### config.mk
export PLATFORM = sky130hd
export DESIGN_NAME = cdb_arbiter
export DESIGN_NICKNAME = d
export VERILOG_FILES = /design/src/rtl/cdb_pkg.sv /design/src/rtl/cdb_src_buf.sv /design/src/rtl/cdb_arbiter.sv
export SDC_FILE = /design/constraint.sdc
export NUM_CORES = 1
export LEC_CHECK = 0
export CAP_MARGIN = 20
export CORE_MARGIN = 2
export CORE_UTILIZATION = 43
export CTS_CLUSTER_DIAMETER = 40
export DETAILED_ROUTE_END_ITERATION = 8
export PLACE_DENSITY = 0.76
export SLEW_MARGIN = 25
export SYNTH_ARGS = -nofsm -noshare
export SYNTH_HDL_FRONTEND = slang
export SYNTH_HIERARCHICAL = 1
export SYNTH_SLANG_ARGS = --single-unit
### constraint.sdc
create_clock -name clk -period 4.9 [get_ports clk]
set_input_delay 0.98 -clock clk [delete_from_list [all_inputs] [get_ports clk]]
set_output_delay 0.98 -clock clk [all_outputs]
set_load 0.005 [all_outputs]
### src/rtl/cdb_pkg.sv
// Shared constants and source identifiers for the common data bus arbiter.
package cdb_pkg;

  localparam int DEF_DATA_W = 64;
  localparam int DEF_TAG_W  = 2;
  localparam int NUM_SRC    = 3;

  typedef enum logic [1:0] {
    SRC_ADD  = 2'd0,
    SRC_MULT = 2'd1,
    SRC_LD   = 2'd2
  } src_e;

  // Round-robin successor: add -> mult -> load -> add.
  function automatic src_e next_src(input src_e s);
    case (s)
      SRC_ADD:  return SRC_MULT;
      SRC_MULT: return SRC_LD;
      default:  return SRC_ADD;
    endcase
  endfunction

endpackage

### src/rtl/cdb_src_buf.sv
// One-entry holding register for a single result source.
// Priority at each edge: clear, then load (which also covers a same-edge drain), then drain.
module cdb_src_buf #(
  parameter int DATA_W = 64,
  parameter int TAG_W  = 2
) (
  input  logic              clk,
  input  logic              clear,
  input  logic              load,
  input  logic              drain,
  input  logic [TAG_W-1:0]  in_tag,
  input  logic [DATA_W-1:0] in_data,
  input  logic              in_taken,
  output logic              valid,
  output logic [TAG_W-1:0]  tag,
  output logic [DATA_W-1:0] data,
  output logic              taken
);

  logic              valid_q, valid_d;
  logic [TAG_W-1:0]  tag_q, tag_d;
  logic [DATA_W-1:0] data_q, data_d;
  logic              taken_q, taken_d;

  always_comb begin
    valid_d = valid_q;
    tag_d   = tag_q;
    data_d  = data_q;
    taken_d = taken_q;
    if (clear) begin
      valid_d = 1'b0;
    end else if (load) begin
      valid_d = 1'b1;
      tag_d   = in_tag;
      data_d  = in_data;
      taken_d = in_taken;
    end else if (drain) begin
      valid_d = 1'b0;
    end
  end

  always_ff @(posedge clk) begin
    valid_q <= valid_d;
    tag_q   <= tag_d;
    data_q  <= data_d;
    taken_q <= taken_d;
  end

  assign valid = valid_q;
  assign tag   = tag_q;
  assign data  = data_q;
  assign taken = taken_q;

endmodule

### src/rtl/cdb_arbiter.sv
// Common data bus arbiter: buffers one result per execution unit and broadcasts
// one per cycle to the ROB, granting round-robin among add, mult and load.
module cdb_arbiter
  import cdb_pkg::*;
#(
  parameter int DATA_W = DEF_DATA_W,
  parameter int TAG_W  = DEF_TAG_W
) (
  input  logic              clk,
  input  logic              rst,
  input  logic              flush,
  input  logic              add_valid,
  input  logic              mult_valid,
  input  logic              ld_valid,
  input  logic [TAG_W-1:0]  add_tag,
  input  logic [TAG_W-1:0]  mult_tag,
  input  logic [TAG_W-1:0]  ld_tag,
  input  logic [DATA_W-1:0] add_data,
  input  logic [DATA_W-1:0] mult_data,
  input  logic [DATA_W-1:0] ld_data,
  input  logic              add_taken,
  output logic              add_ready,
  output logic              mult_ready,
  output logic              ld_ready,
  output logic              cdb_valid,
  output logic [TAG_W-1:0]  cdb_rob_dest,
  output logic [DATA_W-1:0] cdb_data,
  output logic              cdb_taken,
  output logic [1:0]        cdb_src
);

  logic [NUM_SRC-1:0] in_valid, in_taken, ready, load, grant, clear_all;
  logic [NUM_SRC-1:0] buf_valid, buf_taken;
  logic [TAG_W-1:0]   in_tag   [NUM_SRC];
  logic [TAG_W-1:0]   buf_tag  [NUM_SRC];
  logic [DATA_W-1:0]  in_data  [NUM_SRC];
  logic [DATA_W-1:0]  buf_data [NUM_SRC];

  src_e grant_src;
  logic grant_any;

  src_e              last_q, last_d;
  logic              cdb_valid_q, cdb_valid_d;
  logic [TAG_W-1:0]  cdb_dest_q, cdb_dest_d;
  logic [DATA_W-1:0] cdb_data_q, cdb_data_d;
  logic              cdb_taken_q, cdb_taken_d;
  logic [1:0]        cdb_src_q, cdb_src_d;

  assign in_valid = {ld_valid, mult_valid, add_valid};
  assign in_taken = {1'b0, 1'b0, add_taken};
  assign in_tag[SRC_ADD]   = add_tag;
  assign in_tag[SRC_MULT]  = mult_tag;
  assign in_tag[SRC_LD]    = ld_tag;
  assign in_data[SRC_ADD]  = add_data;
  assign in_data[SRC_MULT] = mult_data;
  assign in_data[SRC_LD]   = ld_data;

  // Search starts one past the last granted source.
  always_comb begin
    src_e cand;
    grant     = '0;
    grant_any = 1'b0;
    grant_src = last_q;
    cand      = last_q;
    for (int i = 0; i < NUM_SRC; i++) begin
      cand = next_src(cand);
      if (!grant_any && buf_valid[cand]) begin
        grant[cand] = 1'b1;
        grant_src   = cand;
        grant_any   = 1'b1;
      end
    end
  end

  // A buffer being drained this cycle can accept its replacement at the same edge.
  assign ready     = (~buf_valid | grant) & {NUM_SRC{~(flush | rst)}};
  assign load      = in_valid & ready;
  assign clear_all = {NUM_SRC{flush | rst}};

  for (genvar g = 0; g < NUM_SRC; g++) begin : g_buf
    cdb_src_buf #(
      .DATA_W (DATA_W),
      .TAG_W  (TAG_W)
    ) u_buf (
      .clk      (clk),
      .clear    (clear_all[g]),
      .load     (load[g]),
      .drain    (grant[g]),
      .in_tag   (in_tag[g]),
      .in_data  (in_data[g]),
      .in_taken (in_taken[g]),
      .valid    (buf_valid[g]),
      .tag      (buf_tag[g]),
      .data     (buf_data[g]),
      .taken    (buf_taken[g])
    );
  end

  // Broadcast register stage; a flush suppresses the grant and leaves the pointer alone.
  always_comb begin
    cdb_valid_d = 1'b0;
    cdb_dest_d  = cdb_dest_q;
    cdb_data_d  = cdb_data_q;
    cdb_taken_d = cdb_taken_q;
    cdb_src_d   = cdb_src_q;
    last_d      = last_q;
    if (grant_any && !flush) begin
      cdb_valid_d = 1'b1;
      cdb_dest_d  = buf_tag[grant_src];
      cdb_data_d  = buf_data[grant_src];
      cdb_taken_d = (grant_src == SRC_ADD) && buf_taken[grant_src];
      cdb_src_d   = grant_src;
      last_d      = grant_src;
    end
  end

  always_ff @(posedge clk) begin
    if (rst) begin
      cdb_valid_q <= 1'b0;
      cdb_dest_q  <= '0;
      cdb_data_q  <= '0;
      cdb_taken_q <= 1'b0;
      cdb_src_q   <= 2'd0;
      last_q      <= SRC_LD;
    end else begin
      cdb_valid_q <= cdb_valid_d;
      cdb_dest_q  <= cdb_dest_d;
      cdb_data_q  <= cdb_data_d;
      cdb_taken_q <= cdb_taken_d;
      cdb_src_q   <= cdb_src_d;
      last_q      <= last_d;
    end
  end

  assign add_ready    = ready[SRC_ADD];
  assign mult_ready   = ready[SRC_MULT];
  assign ld_ready     = ready[SRC_LD];
  assign cdb_valid    = cdb_valid_q;
  assign cdb_rob_dest = cdb_dest_q;
  assign cdb_data     = cdb_data_q;
  assign cdb_taken    = cdb_taken_q;
  assign cdb_src      = cdb_src_q;

endmodule
# After elaboration in Yosys (flattened, before gate mapping)
# Cells that the tools add are included.
[totals] mem_bits_ro=0 ram_bits=0 regBits=274 latchBits=0 elab_cells=95 in_bits=205 n_memories=0 out_inout_bits=73
[classes] muxes=39 n_shift=0 reduce_logical=20 eq_ne=3 n_addsub=0 div=0 mul=0 bitwise=9 n_lt_le_gt_ge=8
[op_table] operator="$bmux 64 s2" n=1
[op_table] operator="$mux 64" n=2
[op_table] operator="$mux 1" n=17
[op_table] operator="$lt 2x3->1 const B" n=4
[op_table] operator="$pmux 2 s2" n=3
[op_table] operator="$mux 2" n=5
[op_table] operator="$mux 3" n=3
[op_table] operator="$or 3x3->3" n=3
[op_table] operator="$bmux 1 s2" n=4
[op_table] operator="$logic_not 2->1" n=4
[op_table] operator="$logic_and 1x1->1" n=7
[op_table] operator="$and 3x3->3" n=2
[op_table] operator="$demux 1 s2" n=3
[op_table] operator="$eq 2x1->1 const B" n=3
[op_table] operator="$ge 2x1->1 const B" n=3
[op_table] operator="$reduce_and 2->1" n=3
[op_table] operator="$reduce_bool 2->1" n=3
[op_table] operator="$bmux 2 s2" n=1
[op_table] operator="$ge 3x3->1 const B" n=1
[op_table] operator="$logic_not 1->1" n=3
[op_table] operator="$not 2->3" n=1
[op_table] operator="$not 3->3" n=1
[op_table] operator="$not 1->1" n=1
[op_table] operator="$or 1x1->1" n=1

# Longest topological paths before layout
[depth] depth_word=16 ltp_mapped=7 depth_no_buf=6

# Modules after synthesis
# Netlist, hierarchy kept.
[by_module_without_submodules] module="cdb_src_buf" seq_area_each_um2=2031.9 area_per_inst_um2=2054.5 cells_each=72 instances=3
[by_module_without_submodules] module="cdb_arbiter" seq_area_each_um2=1421.4 area_per_inst_um2=3684.8 cells_each=410 instances=1

# Worst setup path before layout
# No wires, ideal clock.
[synth_path] path_type="input to register" from="input port rst" to="register g_buf[0].u_buf.data_q[0], enable pin" stages=5 setup_ns=0.492 arrival_ns=4.329 required_ns=4.408 setup_slack_ns=0.078 path_buffers=0 path_cell_list="nor2_4 inv_2 a211oi_1 inv_1 nor2_1"
[synth_between] elab_chain_cells=5
[synth_rtl] element="start: declaration" line="cdb_arbiter.sv:10" text="input logic rst,"
[synth_rtl] element="$or 1x1->1" line="cdb_arbiter.sv:78" text="assign clear_all = {NUM_SRC{flush | rst}};"
[synth_rtl] element="named net clear_all[0]" line="cdb_arbiter.sv:32" text="logic [NUM_SRC-1:0] in_valid, in_taken, ready, load, grant, clear_all;"
[synth_rtl] element="$not 1->1 (no source line)"
[synth_rtl] element="$and 3x3->3" line="cdb_arbiter.sv:76" text="assign ready = (~buf_valid | grant) & {NUM_SRC{~(flush | rst)}};"
[synth_rtl] element="$and 3x3->3" line="cdb_arbiter.sv:77" text="assign load = in_valid & ready;"
[synth_rtl] element="named net load[0]" line="cdb_arbiter.sv:32"
[synth_rtl] element="$reduce_and 2->1 (no source line)"
[synth_rtl] element="end signal: assignment" line="cdb_src_buf.sv:45" text="data_q <= data_d;"
[synth_rtl] element="end: declaration" line="cdb_src_buf.sv:22" text="logic [DATA_W-1:0] data_q, data_d;"
# The timed path passes the listed nets, and every way through them passes these cells.
# A chain may end at the register's enable or synchronous reset.

# Worst setup path after layout
[layout_path] from="input port rst" to="output port add_ready"
[layout_between] elab_chain_cells=3
[layout_rtl] element="$or 1x1->1"
[layout_rtl] element="named net clear_all[0]" line="cdb_arbiter.sv:32"
[layout_rtl] element="$not 1->1 (no source line)"
[layout_rtl] element="$and 3x3->3" line="cdb_arbiter.sv:76"
[layout_rtl] element="end: declaration" line="cdb_arbiter.sv:22" text="output logic add_ready,"
# The timed path passes the listed nets, and every way through them passes these cells.

==> results.json <==
{
  "status": "completed",
  "timing.max_cap.violations": 0,
  "multi_input_area_sq_um": 1859,
  "cp.arrival_ns": 2.56,
  "routed_wirelength_um": 23990,
  "p_leak_uw": 0.004982,
  "start_util_pct": 43.48,
  "start_kind": "input port",
  "worst_setup_hold_path_clk_slew_ns": 0.05,
  "holdBufCountCts": 0,
  "area_growth_pct": 44.99,
  "globalplace.congestion": 0.7984,
  "drt_pre_antenna_iters": 4,
  "placed_cells_incl_taps": 1164,
  "fmax_mhz": 282.7,
  "cts_repair_resize_count": 0,
  "clock_sinks": 273,
  "first_global_vias": 6625,
  "vias": 6274,
  "endpoint_kind": "output port",
  "stdcell_count": 1234,
  "number_of_remaining_drc_errors": 0,
  "cts_tree": "done",
  "period_needed_ns": 3.538,
  "avgSynthCellArea_sq_um": 15.71,
  "mappedNetlistNets": 828,
  "core-area_sq_um": 22500,
  "fp.dieW_um": 154.8,
  "overflow": 0,
  "cts-root-to-sink-buffers": 3,
  "slew_viol_final": 0,
  "fill_cells": 1641,
  "fin_worst_skew_ns": 0.02452,
  "critical_path.top_delay_family": "buffers and inverters",
  "cts.repair_timing.setup_buffer_count": 0,
  "crit_chain": "clkdlybuf4s50_1, nor2_4, inv_2, a21oi_1, clkdlybuf4s50_1",
  "row_count": 55,
  "final_min_period_over_clock_period_pct": 72.20,
  "design.final.nets": 1124,
  "setup_violations": 0,
  "die_area_sq_um": 23980,
  "grt_start_max_net_pins": 67,
  "number_of_buffers_inserted_during_clock_tree_synthesis": 38,
  "rsz0062_at_grt": "no",
  "kind_of_critical_path": "input port to output port",
  "number_of_antenna_violations_at_the_first_check_in_global_routing": 1,
  "mapped_area_sq_um": 9784,
  "grt_pass1_wl_um": 35900,
  "timing.critical_path.mode_cell": "sky130_fd_sc_hd__clkdlybuf4s50_1",
  "hpwl_um": 15590,
  "sequential_cell_area_sq_um": 7457,
  "layout-drive-gt1-share_pct": 9.916,
  "timing.critical_path.required_ns": 3.92,
  "htree_num_levels": 2,
  "dieHeight_um": 154.8,
  "grt_use_total_pct": 19.69,
  "detailedRoute.firstIterationViolations": 333,
  "critical_path.slowest_cell": "sky130_fd_sc_hd__clkdlybuf4s50_1",
  "crit_path_max_incr_delay_ns": 0.53,
  "timing.max_slew.rel_slack_pct": 44.35,
  "timing.critical_path.fanout_max": 11,
  "power_density_nw_per_um2": 400.3,
  "io_buffer_count": 277,
  "antenna_violating_nets_post_route": 0,
  "viasPerCell": 5.084,
  "post_synth_inst_count": 623,
  "fin_tns_setup_ns": 0,
  "clkLatencyLatePin_ns": 0.51,
  "tightestPinTransition_ns": 0.8348,
  "crit_buf_inv": 3,
  "min_path_type": "flop to flop",
  "final-hold-violation-count": 0,
  "max-vdd-ir-drop_uv": 330.5,
  "num_io_pins": 278,
  "cts.root.buffer_cell": "sky130_fd_sc_hd__clkbuf_16",
  "yosysWarnings": 6,
  "drt-wirelength-per-cell_um": 19.44
}
[cell type report]
cell class	instances	share of cell area [%]
clock buffer	44	7.082
multi-input combinational	242	13.11
clock inverter	25	2.311
timing repair buffer	288	20.39
inverter	76	2.011
tap	285	2.514
antenna	1	0.01764
sequential	273	52.57
[worst min-delay path, cell delays in order, from the launching register on]
cell and delay (ns):
sky130_fd_sc_hd__dfxtp_1 0.32, sky130_fd_sc_hd__nand2_1 0.05, sky130_fd_sc_hd__o221ai_1 0.05
[routing by layer]
metal / routed length (um) / track usage (%) / vias up
li1: - / - / 2909
met1: 9395 / 23.16 / 3040
met2: 12160 / 34.84 / 280
met3: 1891 / 5.436 / 45
met4: 542 / 6.702 / 0
met5: 0 / 0 / -
[metrics by stage]
| step | worst slack, ns | total power, uW | hold slack [ns] | area, sq um | util, % |
|---|---|---|---|---|---|
| 4_1_cts | 1.375 | 5736 | 0.4638 | 14180 | 63.03 |
| 5_1_grt | 1.249 | 5851 | 0.4770 | 14190 | 63.04 |
| 3_5_place_dp | 1.333 | 2910 | 0.4476 | 12850 | 57.11 |
| 3_3_place_gp | 1.402 | 2903 | 0.4426 | 12850 | 57.11 |
| 2_1_floorplan | 0.07823 | 2673 | 0.4549 | 9784 | - |
| 6_report | 1.362 | 5679 | 0.4596 | 14190 | 63.04 |
[sequential cells by signal, indices dropped and copies added, names as in the netlist]
signal             cells
g_buf.u_buf/valid      3
g_buf.u_buf/tag        6
g_buf.u_buf/data     192
cdb_data              64
g_buf.u_buf/taken      1
cdb_valid              1
last_q                 2
cdb_rob_dest           2
cdb_taken              1
cdb_src                1
[where the power goes]
group          internal (uW)  switching, uW  total [uW]
Combinational            212            111         323
Clock                   1770           1040        2820
Sequential              2520           19.4        2540
Total                   4500           1180        5680
[worst paths after layout]
check | startpoint | endpoint | slack, ns | cells after the start
worst max-delay path | rst | add_ready | 1.36 | 5
worst min-delay path | cdb_data[14]$_SDFFE_PP0P_ | cdb_data[14]$_SDFFE_PP0P_ | 0.46 | 2
worst min register to register | cdb_data[14]$_SDFFE_PP0P_ | cdb_data[14]$_SDFFE_PP0P_ | 0.46 | 2
worst max register to register | g_buf[1].u_buf/valid$_SDFFE_PP0P_ | g_buf[0].u_buf/data[21]$_DFFE_PP_ | 2.37 | 7
[cells in the final DEF, fill, tap and decap left out, types with 2 or more instances in the layout]
master,instances
sky130_fd_sc_hd__dfxtp_1,74
sky130_fd_sc_hd__a21oi_2,3
sky130_fd_sc_hd__inv_6,5
sky130_fd_sc_hd__o21ai_1,2
sky130_fd_sc_hd__nor2_1,7
sky130_fd_sc_hd__clkinv_4,3
sky130_fd_sc_hd__clkinv_8,2
sky130_fd_sc_hd__inv_8,3
sky130_fd_sc_hd__buf_4,8
sky130_fd_sc_hd__nand2_1,67
sky130_fd_sc_hd__o221ai_1,66
sky130_fd_sc_hd__nand2b_1,3
sky130_fd_sc_hd__clkdlybuf4s50_1,277
sky130_fd_sc_hd__clkbuf_16,39
sky130_fd_sc_hd__nor2_4,4
sky130_fd_sc_hd__o21a_1,2
sky130_fd_sc_hd__inv_2,2
sky130_fd_sc_hd__clkinvlp_4,3
sky130_fd_sc_hd__buf_12,3
sky130_fd_sc_hd__clkinv_2,3
sky130_fd_sc_hd__a211oi_1,3
sky130_fd_sc_hd__clkbuf_1,4
sky130_fd_sc_hd__mux2i_1,66
sky130_fd_sc_hd__edfxtp_1,199
sky130_fd_sc_hd__inv_1,74
sky130_fd_sc_hd__bufinv_16,5
sky130_fd_sc_hd__a21oi_1,2
Power figures use the tool's default switching activity.
